<file path="config.mk">
export PLATFORM = sky130hd
export DESIGN_NAME = rv32_issue_ctrl
export DESIGN_NICKNAME = d
export VERILOG_FILES = /design/src/rtl/rv32_issue_ctrl_pkg.sv /design/src/rtl/rv32_issue_ctrl_scoreboard.sv /design/src/rtl/rv32_issue_ctrl.sv
export SDC_FILE = /design/constraint.sdc
export NUM_CORES = 1
export LEC_CHECK = 0
export BUFFER_PORTS_ARGS = -buffer_cell sky130_fd_sc_hd__buf_2
export CAP_MARGIN = 20
export CORE_ASPECT_RATIO = 1.1
export CORE_MARGIN = 2
export CORE_UTILIZATION = 45
export DETAILED_ROUTE_END_ITERATION = 10
export GPL_TIMING_DRIVEN = 0
export PLACE_DENSITY = 0.71
export SLEW_MARGIN = 30
export SYNTH_ARGS = -nofsm -noshare
export SYNTH_HDL_FRONTEND = slang
export SYNTH_SLANG_ARGS = --single-unit
</file>
<file path="constraint.sdc">
create_clock -name clk -period 6.05 [get_ports clk]
set_input_delay 0.605 -clock clk [delete_from_list [all_inputs] [get_ports clk]]
set_output_delay 0.605 -clock clk [all_outputs]
set_load 0.02 [all_outputs]
</file>
<file path="src/rtl/rv32_issue_ctrl_pkg.sv">
// Shared definitions for the rv32 issue/hazard controller.
package rv32_issue_ctrl_pkg;

  localparam int unsigned API_DATA_WIDTH          = 32;
  localparam int unsigned API_REGISTER_ADDR_WIDTH = 5;
  localparam int unsigned ISSUE_NREG              = 32;
  localparam int unsigned ISSUE_STATE_WIDTH       = 2;

  typedef enum logic [ISSUE_STATE_WIDTH-1:0] {
    ISSUE_RUN     = 2'd0,
    ISSUE_WAIT_BR = 2'd1,
    ISSUE_FLUSH   = 2'd2
  } issue_state_e;

endpackage

</file>
<file path="src/rtl/rv32_issue_ctrl_scoreboard.sv">
// Pending-write scoreboard: one busy bit per architectural register.
// A set and a clear of the same register in one cycle leave the bit set;
// x0 is never marked busy.
module rv32_scoreboard
  import rv32_issue_ctrl_pkg::*;
#(
  parameter int unsigned RA_W = API_REGISTER_ADDR_WIDTH,
  parameter int unsigned NREG = ISSUE_NREG
) (
  input  logic            clk,
  input  logic            rst,
  input  logic            set_en_i,
  input  logic [RA_W-1:0] set_addr_i,
  input  logic            clr_en_i,
  input  logic [RA_W-1:0] clr_addr_i,
  input  logic [RA_W-1:0] rd_addr0_i,
  input  logic [RA_W-1:0] rd_addr1_i,
  input  logic [RA_W-1:0] rd_addr2_i,
  output logic            busy0_o,
  output logic            busy1_o,
  output logic            busy2_o,
  output logic [NREG-1:0] bitmap_o
);

  logic [NREG-1:0] bitmap_q;
  logic [NREG-1:0] bitmap_d;
  logic [NREG-1:0] set_mask;
  logic [NREG-1:0] clr_mask;

  // Next bitmap: clear first, then set, so a same-cycle set wins.
  always_comb begin
    set_mask = '0;
    clr_mask = '0;
    if (set_en_i) set_mask[set_addr_i] = 1'b1;
    if (clr_en_i) clr_mask[clr_addr_i] = 1'b1;
    bitmap_d    = (bitmap_q & ~clr_mask) | set_mask;
    bitmap_d[0] = 1'b0;
  end

  // Bitmap register.
  always_ff @(posedge clk) begin
    if (rst) bitmap_q <= '0;
    else     bitmap_q <= bitmap_d;
  end

  assign busy0_o  = (rd_addr0_i != '0) && bitmap_q[rd_addr0_i];
  assign busy1_o  = (rd_addr1_i != '0) && bitmap_q[rd_addr1_i];
  assign busy2_o  = (rd_addr2_i != '0) && bitmap_q[rd_addr2_i];
  assign bitmap_o = bitmap_q;

endmodule

</file>
<file path="src/rtl/rv32_issue_ctrl.sv">
// Issue/hazard controller: one-entry decode slot, scoreboard hazard check,
// valid/ready issue to execute, and branch serialisation with squash.
module rv32_issue_ctrl
  import rv32_issue_ctrl_pkg::*;
#(
  parameter int unsigned XLEN = API_DATA_WIDTH,
  parameter int unsigned RA_W = API_REGISTER_ADDR_WIDTH,
  parameter int unsigned NREG = ISSUE_NREG
) (
  input  logic            clk,
  input  logic            rst,
  input  logic            if_valid_i,
  output logic            if_ready_o,
  input  logic [XLEN-1:0] if_instr_i,
  input  logic [XLEN-1:0] if_pc_i,
  output logic [XLEN-1:0] dec_instr_o,
  input  logic [RA_W-1:0] dec_rs1_i,
  input  logic [RA_W-1:0] dec_rs2_i,
  input  logic [RA_W-1:0] dec_rd_i,
  input  logic            dec_reg_w_i,
  input  logic            dec_is_branch_i,
  output logic            ex_valid_o,
  input  logic            ex_ready_i,
  output logic [XLEN-1:0] ex_pc_o,
  input  logic            wb_valid_i,
  input  logic [RA_W-1:0] wb_rd_i,
  input  logic            br_resolve_i,
  input  logic            br_taken_i,
  output logic            flush_o,
  output logic            stall_o,
  output logic [NREG-1:0] pending_o
);

  issue_state_e    state_q;
  logic            slot_valid_q;
  logic [XLEN-1:0] slot_instr_q;
  logic [XLEN-1:0] slot_pc_q;
  logic            flush_q;

  logic busy_rs1, busy_rs2, busy_rd;
  logic hz, run, fire, accept;

  rv32_scoreboard #(
    .RA_W (RA_W),
    .NREG (NREG)
  ) u_scoreboard (
    .clk        (clk),
    .rst        (rst),
    .set_en_i   (fire & dec_reg_w_i),
    .set_addr_i (dec_rd_i),
    .clr_en_i   (wb_valid_i),
    .clr_addr_i (wb_rd_i),
    .rd_addr0_i (dec_rs1_i),
    .rd_addr1_i (dec_rs2_i),
    .rd_addr2_i (dec_rd_i),
    .busy0_o    (busy_rs1),
    .busy1_o    (busy_rs2),
    .busy2_o    (busy_rd),
    .bitmap_o   (pending_o)
  );

  // Hazard/handshake terms; the registered bitmap is used, so a writeback
  // releases a dependent instruction one cycle later.
  always_comb begin
    run    = (state_q == ISSUE_RUN);
    hz     = slot_valid_q & (busy_rs1 | busy_rs2 | (dec_reg_w_i & busy_rd));
    fire   = run & slot_valid_q & ~hz & ex_ready_i;
    accept = if_valid_i & run & (~slot_valid_q | fire);
  end

  // Control FSM plus slot register; a taken branch empties the slot on
  // entry to FLUSH so the squashed instruction is never presented.
  always_ff @(posedge clk) begin
    if (rst) begin
      state_q      <= ISSUE_RUN;
      slot_valid_q <= 1'b0;
      slot_instr_q <= '0;
      slot_pc_q    <= '0;
      flush_q      <= 1'b0;
    end else begin
      flush_q <= 1'b0;
      unique case (state_q)
        ISSUE_RUN: begin
          if (accept) begin
            slot_valid_q <= 1'b1;
            slot_instr_q <= if_instr_i;
            slot_pc_q    <= if_pc_i;
          end else if (fire) begin
            slot_valid_q <= 1'b0;
          end
          if (fire && dec_is_branch_i) state_q <= ISSUE_WAIT_BR;
        end
        ISSUE_WAIT_BR: begin
          if (br_resolve_i) begin
            if (br_taken_i) begin
              state_q      <= ISSUE_FLUSH;
              flush_q      <= 1'b1;
              slot_valid_q <= 1'b0;
            end else begin
              state_q <= ISSUE_RUN;
            end
          end
        end
        ISSUE_FLUSH: begin
          slot_valid_q <= 1'b0;
          state_q      <= ISSUE_RUN;
        end
        default: state_q <= ISSUE_RUN;
      endcase
    end
  end

  assign if_ready_o  = run & (~slot_valid_q | fire);
  assign ex_valid_o  = run & slot_valid_q & ~hz;
  assign stall_o     = run & slot_valid_q & hz;
  assign dec_instr_o = slot_valid_q ? slot_instr_q : '0;
  assign ex_pc_o     = slot_pc_q;
  assign flush_o     = flush_q;

endmodule

</file>
After elaboration in Yosys (flattened, before gate mapping)
Cells that the tools add are included.
{"block": "totals", "reg_bits": 100, "in_bits": 93, "out_inout_bits": 100, "word_cells": 77}
{"block": "classes", "magnitude_cmp": 6, "eq_ne": 6, "n_mux": 23, "bitwise": 20, "n_reduce_logical": 15}
{"cell": "$mux 32", "n": 3}
{"cell": "$and 32x32->32", "n": 1}
{"cell": "$not 32->32", "n": 1}
{"cell": "$or 32x32->32", "n": 1}
{"cell": "$lt 5x6->1 const B", "n": 4}
{"cell": "$bmux 1 s5", "n": 3}
{"cell": "$reduce_bool 5->1", "n": 3}
{"cell": "$and 1x1->1", "n": 10}
{"cell": "$demux 1 s5", "n": 2}
{"cell": "$ge 5x1->1 const B", "n": 2}
{"cell": "$mux 1", "n": 10}
{"cell": "$logic_and 1x1->1", "n": 6}
{"cell": "$mux 2", "n": 3}
{"cell": "$ne 2x2->1 const B", "n": 2}
{"cell": "$not 1->1", "n": 4}
{"cell": "$pmux 2 s2", "n": 1}
{"cell": "$reduce_and 2->1", "n": 2}
{"cell": "$reduce_and 4->1", "n": 1}
{"cell": "$ne 3x1->1 const B", "n": 1}
{"cell": "$or 1x1->1", "n": 3}
{"cell": "$pmux 1 s3", "n": 1}
{"cell": "$reduce_bool 3->1", "n": 1}
{"cell": "$reduce_or 3->1", "n": 1}
{"cell": "$eq 2x1->1 const B", "n": 1}
{"cell": "3 further kinds", "n": 3}

Longest topological paths before layout
{"block": "logic_depth", "depth_word": 13, "depth_mapped": 12}

Modules after synthesis
Synthesis repeated with hierarchy kept, for this count alone.
{"block": "unflattened", "cells_unflattened": 620, "hier_area_um2": 5370.2}
{"mod": "rv32_issue_ctrl", "n_inst": 1, "cells_per_inst": 350, "area_each_um2": 3199.3}
{"mod": "rv32_scoreboard", "n_inst": 1, "cells_per_inst": 270, "area_each_um2": 2170.8}

Worst setup path before layout
Ideal clock, no wire load.
{"block": "synth_timing", "kind": "input -> output", "startpoint": "input port dec_rd_i[0]", "endpoint": "output port if_ready_o", "arrival_time_ns": 3.123, "required_ns": 5.445, "setup_slack_ns": 2.322, "stages": 10, "n_path_buf": 4, "cell_sequence": "buf_2 > mux4_2 > or3b_1 > a31oi_1 > or3b_1 > or4_1 > buf_2 > buf_6 > clkbuf_1 > a21boi_1"}
{"block": "synth_between", "elab_chain_cells": 11}
{"element": "from (decl)", "line": "rv32_issue_ctrl.sv:19", "rtl": "input logic [RA_W-1:0] dec_rd_i,"}
{"element": "$bmux 1 s5", "line": "rv32_issue_ctrl_scoreboard.sv:48", "rtl": "assign busy2_o = (rd_addr2_i != '0) && bitmap_q[rd_addr2_i];"}
{"element": "$mux 1 (not written as such)", "line": "rv32_issue_ctrl_scoreboard.sv:48"}
{"element": "$logic_and 1x1->1 (*)", "line": "rv32_issue_ctrl_scoreboard.sv:48"}
{"element": "$and 1x1->1 (*)", "line": "rv32_issue_ctrl.sv:66", "rtl": "hz = slot_valid_q & (busy_rs1 | busy_rs2 | (dec_reg_w_i & busy_rd));"}
{"element": "$or 1x1->1 (*)", "line": "rv32_issue_ctrl.sv:66"}
{"element": "$and 1x1->1 (*)", "line": "rv32_issue_ctrl.sv:66"}
{"element": "$not 1->1 (*)", "line": "rv32_issue_ctrl.sv:67", "rtl": "fire = run & slot_valid_q & ~hz & ex_ready_i;"}
{"element": "$and 1x1->1 (*) (2 in series)", "line": "rv32_issue_ctrl.sv:67"}
{"element": "$or 1x1->1 (*)", "line": "rv32_issue_ctrl.sv:113", "rtl": "assign if_ready_o = run & (~slot_valid_q | fire);"}
{"element": "$and 1x1->1 (*)", "line": "rv32_issue_ctrl.sv:113"}
{"element": "to (decl)", "line": "rv32_issue_ctrl.sv:13", "rtl": "output logic if_ready_o,"}
Mark *: on every way between the ends. The rest lies on a longest branch, timed or not. The select of a mux whose other input is x is not followed.

Worst setup path in the final report
{"block": "layout_timing", "startpoint": "input port dec_rs1_i[0]", "endpoint": "output port if_ready_o"}
{"block": "layout_between", "elab_chain_cells": 11}
{"element": "from (decl)", "line": "rv32_issue_ctrl.sv:17", "rtl": "input logic [RA_W-1:0] dec_rs1_i,"}
{"element": "$bmux 1 s5", "line": "rv32_issue_ctrl_scoreboard.sv:46", "rtl": "assign busy0_o = (rd_addr0_i != '0) && bitmap_q[rd_addr0_i];"}
{"element": "$mux 1 (not written as such)", "line": "rv32_issue_ctrl_scoreboard.sv:46"}
{"element": "$logic_and 1x1->1 (*)", "line": "rv32_issue_ctrl_scoreboard.sv:46"}
{"element": "$or 1x1->1 (*) (2 in series)", "line": "rv32_issue_ctrl.sv:66"}
{"element": "$and 1x1->1 (*)", "line": "rv32_issue_ctrl.sv:66"}
{"element": "$not 1->1 (*)", "line": "rv32_issue_ctrl.sv:67"}
{"element": "$and 1x1->1 (*) (2 in series)", "line": "rv32_issue_ctrl.sv:67"}
{"element": "$or 1x1->1 (*)", "line": "rv32_issue_ctrl.sv:113"}
{"element": "$and 1x1->1 (*)", "line": "rv32_issue_ctrl.sv:113"}
Marked as above.

==> flow_summary.ini <==
[clock_network]
cts_tree = yes
hold_buffers = 0
clk_latency_ns = 0.35
clk_path_buf_depth = 2
clock-sinks = 99
h-tree-depth = 3
cts_resized = 0
cts_root_buf = clkbuf_16
cts_buffers = 9
cts.clk_slew.worst_paths_ns = 0.07
post-cts-setup-buffer-count = 0

[logic_synthesis]
avgSynthCellArea_sq_um = 7.99
synth_edf_count = 0
synthDominantCellAreaShare_pct = 30.6
syn-num-nets = 908
synth_common_cells = dfxtp_1 (99), nand2_1 (97), clkbuf_1 (80), a31oi_1 (65), nor4b_1 (64)
netlist_top_cells_area = dfxtp_1 (31%), nor4b_1 (8.6%), o311ai_1 (8.4%)
ys_warn_count = 0
yosysTopAreaCell = dfxtp_1
synth_seq_area_share_pct = 30.6
syn-cell-area_sq_mm = 0.00648
synthArstFlopShare_pct = 0
syn_inst = 812
synth_cell_types = 54
synth_ff_type = dfxtp_1
yosysMostFrequentCell = dfxtp_1
synth_seq_cells = 99

[floorplanning]
floorplan.initialDensity_pct = 45.4
die_y_um = 130
placementRows = 46
core_area_sq_mm = 0.0143
die_area_sq_mm = 0.0154
ios = 193
die-width_um = 118

[placement]
placed_cell_area_sq_mm = 0.00765
numPortBuffers = 184
dpl.cell_count = 1188
hpwl_mm = 16.9
gp_congestion = 0.965

[cells_and_area]
final_area_sq_mm = 0.00798
fin_cells = 1207
layout.nets = 1103
area_delta_synth_final_pct = 23.1
final_layout_size_suffix_gt1_share_pct = 22.3

[global_routing]
grt_first_pass_wirelength_mm = 35.7
grt_max_degree = 16
grt_usage_pct = 28.6
grt_antenna_before_repair = 2
grt_overflow = 0
grt_pass1_vias = 7004

[power_and_ir_drop]
power_frac_clock_pct = 35.0
p_int_mw = 1.23
leakagePower_nw = 3.09
power_density_mw_per_mm2 = 227
power_switching_share_pct = 31.8
ir_worst_vdd_v = 0.000135
p_switching_mw = 0.576
seqPwrFrac_pct = 40.6
p_comb_share_pct = 24.4

[setup_path]
crit_arrival_ns = 3.66
crit_type = in -> out
cp-end-kind = output port
r2r_slack_ns = 3.07
crit_fanout = 10
crit_required_ns = 5.44
startpoint_type = input pin

[run_status]
outcome = complete, no violations

[timing]
max_freq_mhz = 234
final_max_slew_viol_count = 0
worst-slew-pin-transition_ns = 0.623
rsz0062_at_grt = no
clock-skew-final_ns = 0.00863
fin_tns_setup_ns = 0
maxSlewHeadroom_pct = 58.4
period_minus_slack_ns = 4.27
setup_violations = 0
min_period_over_period_pct = 70.5
hold_viol_final = 0

[routing]
drt_iter0_markers = 754
wire_per_inst_um = 19.2
ant_nets = 0
drc = 0
vias_per_cell = 6.36
dr.pass1.iters = 5
num_vias = 7676
drt_wl_total_mm = 23.1

[job]
maxCapViolCount = 0

[min_path]
hp-class = reg -> reg
## power by group through the flow
stage	Sequential, mW	Clock, mW	Combinational [mW]
global route	0.740	0.667	0.477
floorplan	0.771	0	0.252
global placement	0.747	0	0.433
CTS	0.733	0.642	0.435
detailed placement	0.746	0	0.435
finish	0.734	0.633	0.441
## routing by layer
metal / GRT usage, % / part of all wire [%]
met5: 0 / 0
met4: 14.7 / 3.9
met3: 6.21 / 8.4
met2: 46.1 / 47
met1: 36.3 / 41
## final cells by class
class | instances | area [sq um]
diodes | 3 | 7.51
plain buffers | 98 | 390
clock buffers | 11 | 253
clock inverters | 5 | 75.1
fillers | 1447 | 6290
inverters | 6 | 22.5
multi-input cells | 609 | 4090
flip-flops and latches | 99 | 1980
well taps | 192 | 240
repair buffers | 184 | 921
## path summary, 6_finish.rpt
path	start	endpoint	depth (start not counted)
min	slot_instr_q[14]	slot_instr_q[14]	2
max reg2reg	u_scoreboard.bitmap_o[4]	ex_pc_o[13]	10
max	dec_rs1_i[0]	if_ready_o	12
min reg2reg	slot_instr_q[14]	slot_instr_q[14]	2
## placed cells by master, fill, tap and decap left out, drive strengths merged, types with 3 or more instances in the layout
master,instances
a21oi,13
nand3b,7
buf,202
o21ai,22
mux2i,40
dfxtp,99
diode,3
o311ai,65
or3b,4
nor2b,6
a31oi,65
ha,3
nor4b,65
o31ai,7
nor3,5
a22oi,6
o41ai,4
and2,33
inv,6
o211ai,18
clkinv,3
nand2,97
nor3b,6
or2,3
nand4,35
nor2,10
clkbuf,91
nand2b,6
nand3,62
## critical path, cell delays in order
cell and delay (ns):
clkbuf_1 0.41, buf_2 0.39, mux2i_1 0.32, a21oi_1 0.11, nand3_1 0.09, nand4_1 0.12, or4_1 0.57, buf_2 0.22
buf_6 0.17, clkbuf_1 0.24, a21boi_1 0.20, buf_2 0.21
## state kept, by name (all words and copies together), names as in the netlist
name / cells
state_q: 2
slot_instr_q: 32
flush_o: 1
u_scoreboard.bitmap_o: 31
slot_valid_q: 1
ex_pc_o: 32
## logic make-up after synthesis
group	after synthesis	share of synthesized area [%]
AOI/OAI and AO/OA	213	23.9
muxes	44	7.22
DFF	99	30.6
other	1	0.0578
and+or+nand+nor	348	31.3
buffers and inverters	104	6.37
adders and majority gates	3	0.579
## per-stage QoR
step | worst slack (ns) | hold WS (ns) | utilization (%) | total power [mW]
3_5_place_dp | 1.83 | 0.475 | 53.6 | 1.18
5_1_grt | 1.66 | 0.521 | 55.9 | 1.88
3_3_place_gp | 1.84 | 0.467 | 53.6 | 1.18
6_report | 1.78 | 0.489 | 55.9 | 1.81
2_1_floorplan | 2.32 | 0.453 | - | 1.02
4_1_cts | 1.81 | 0.491 | 55.9 | 1.81
Note: power is estimated with default switching activity, not from simulation.
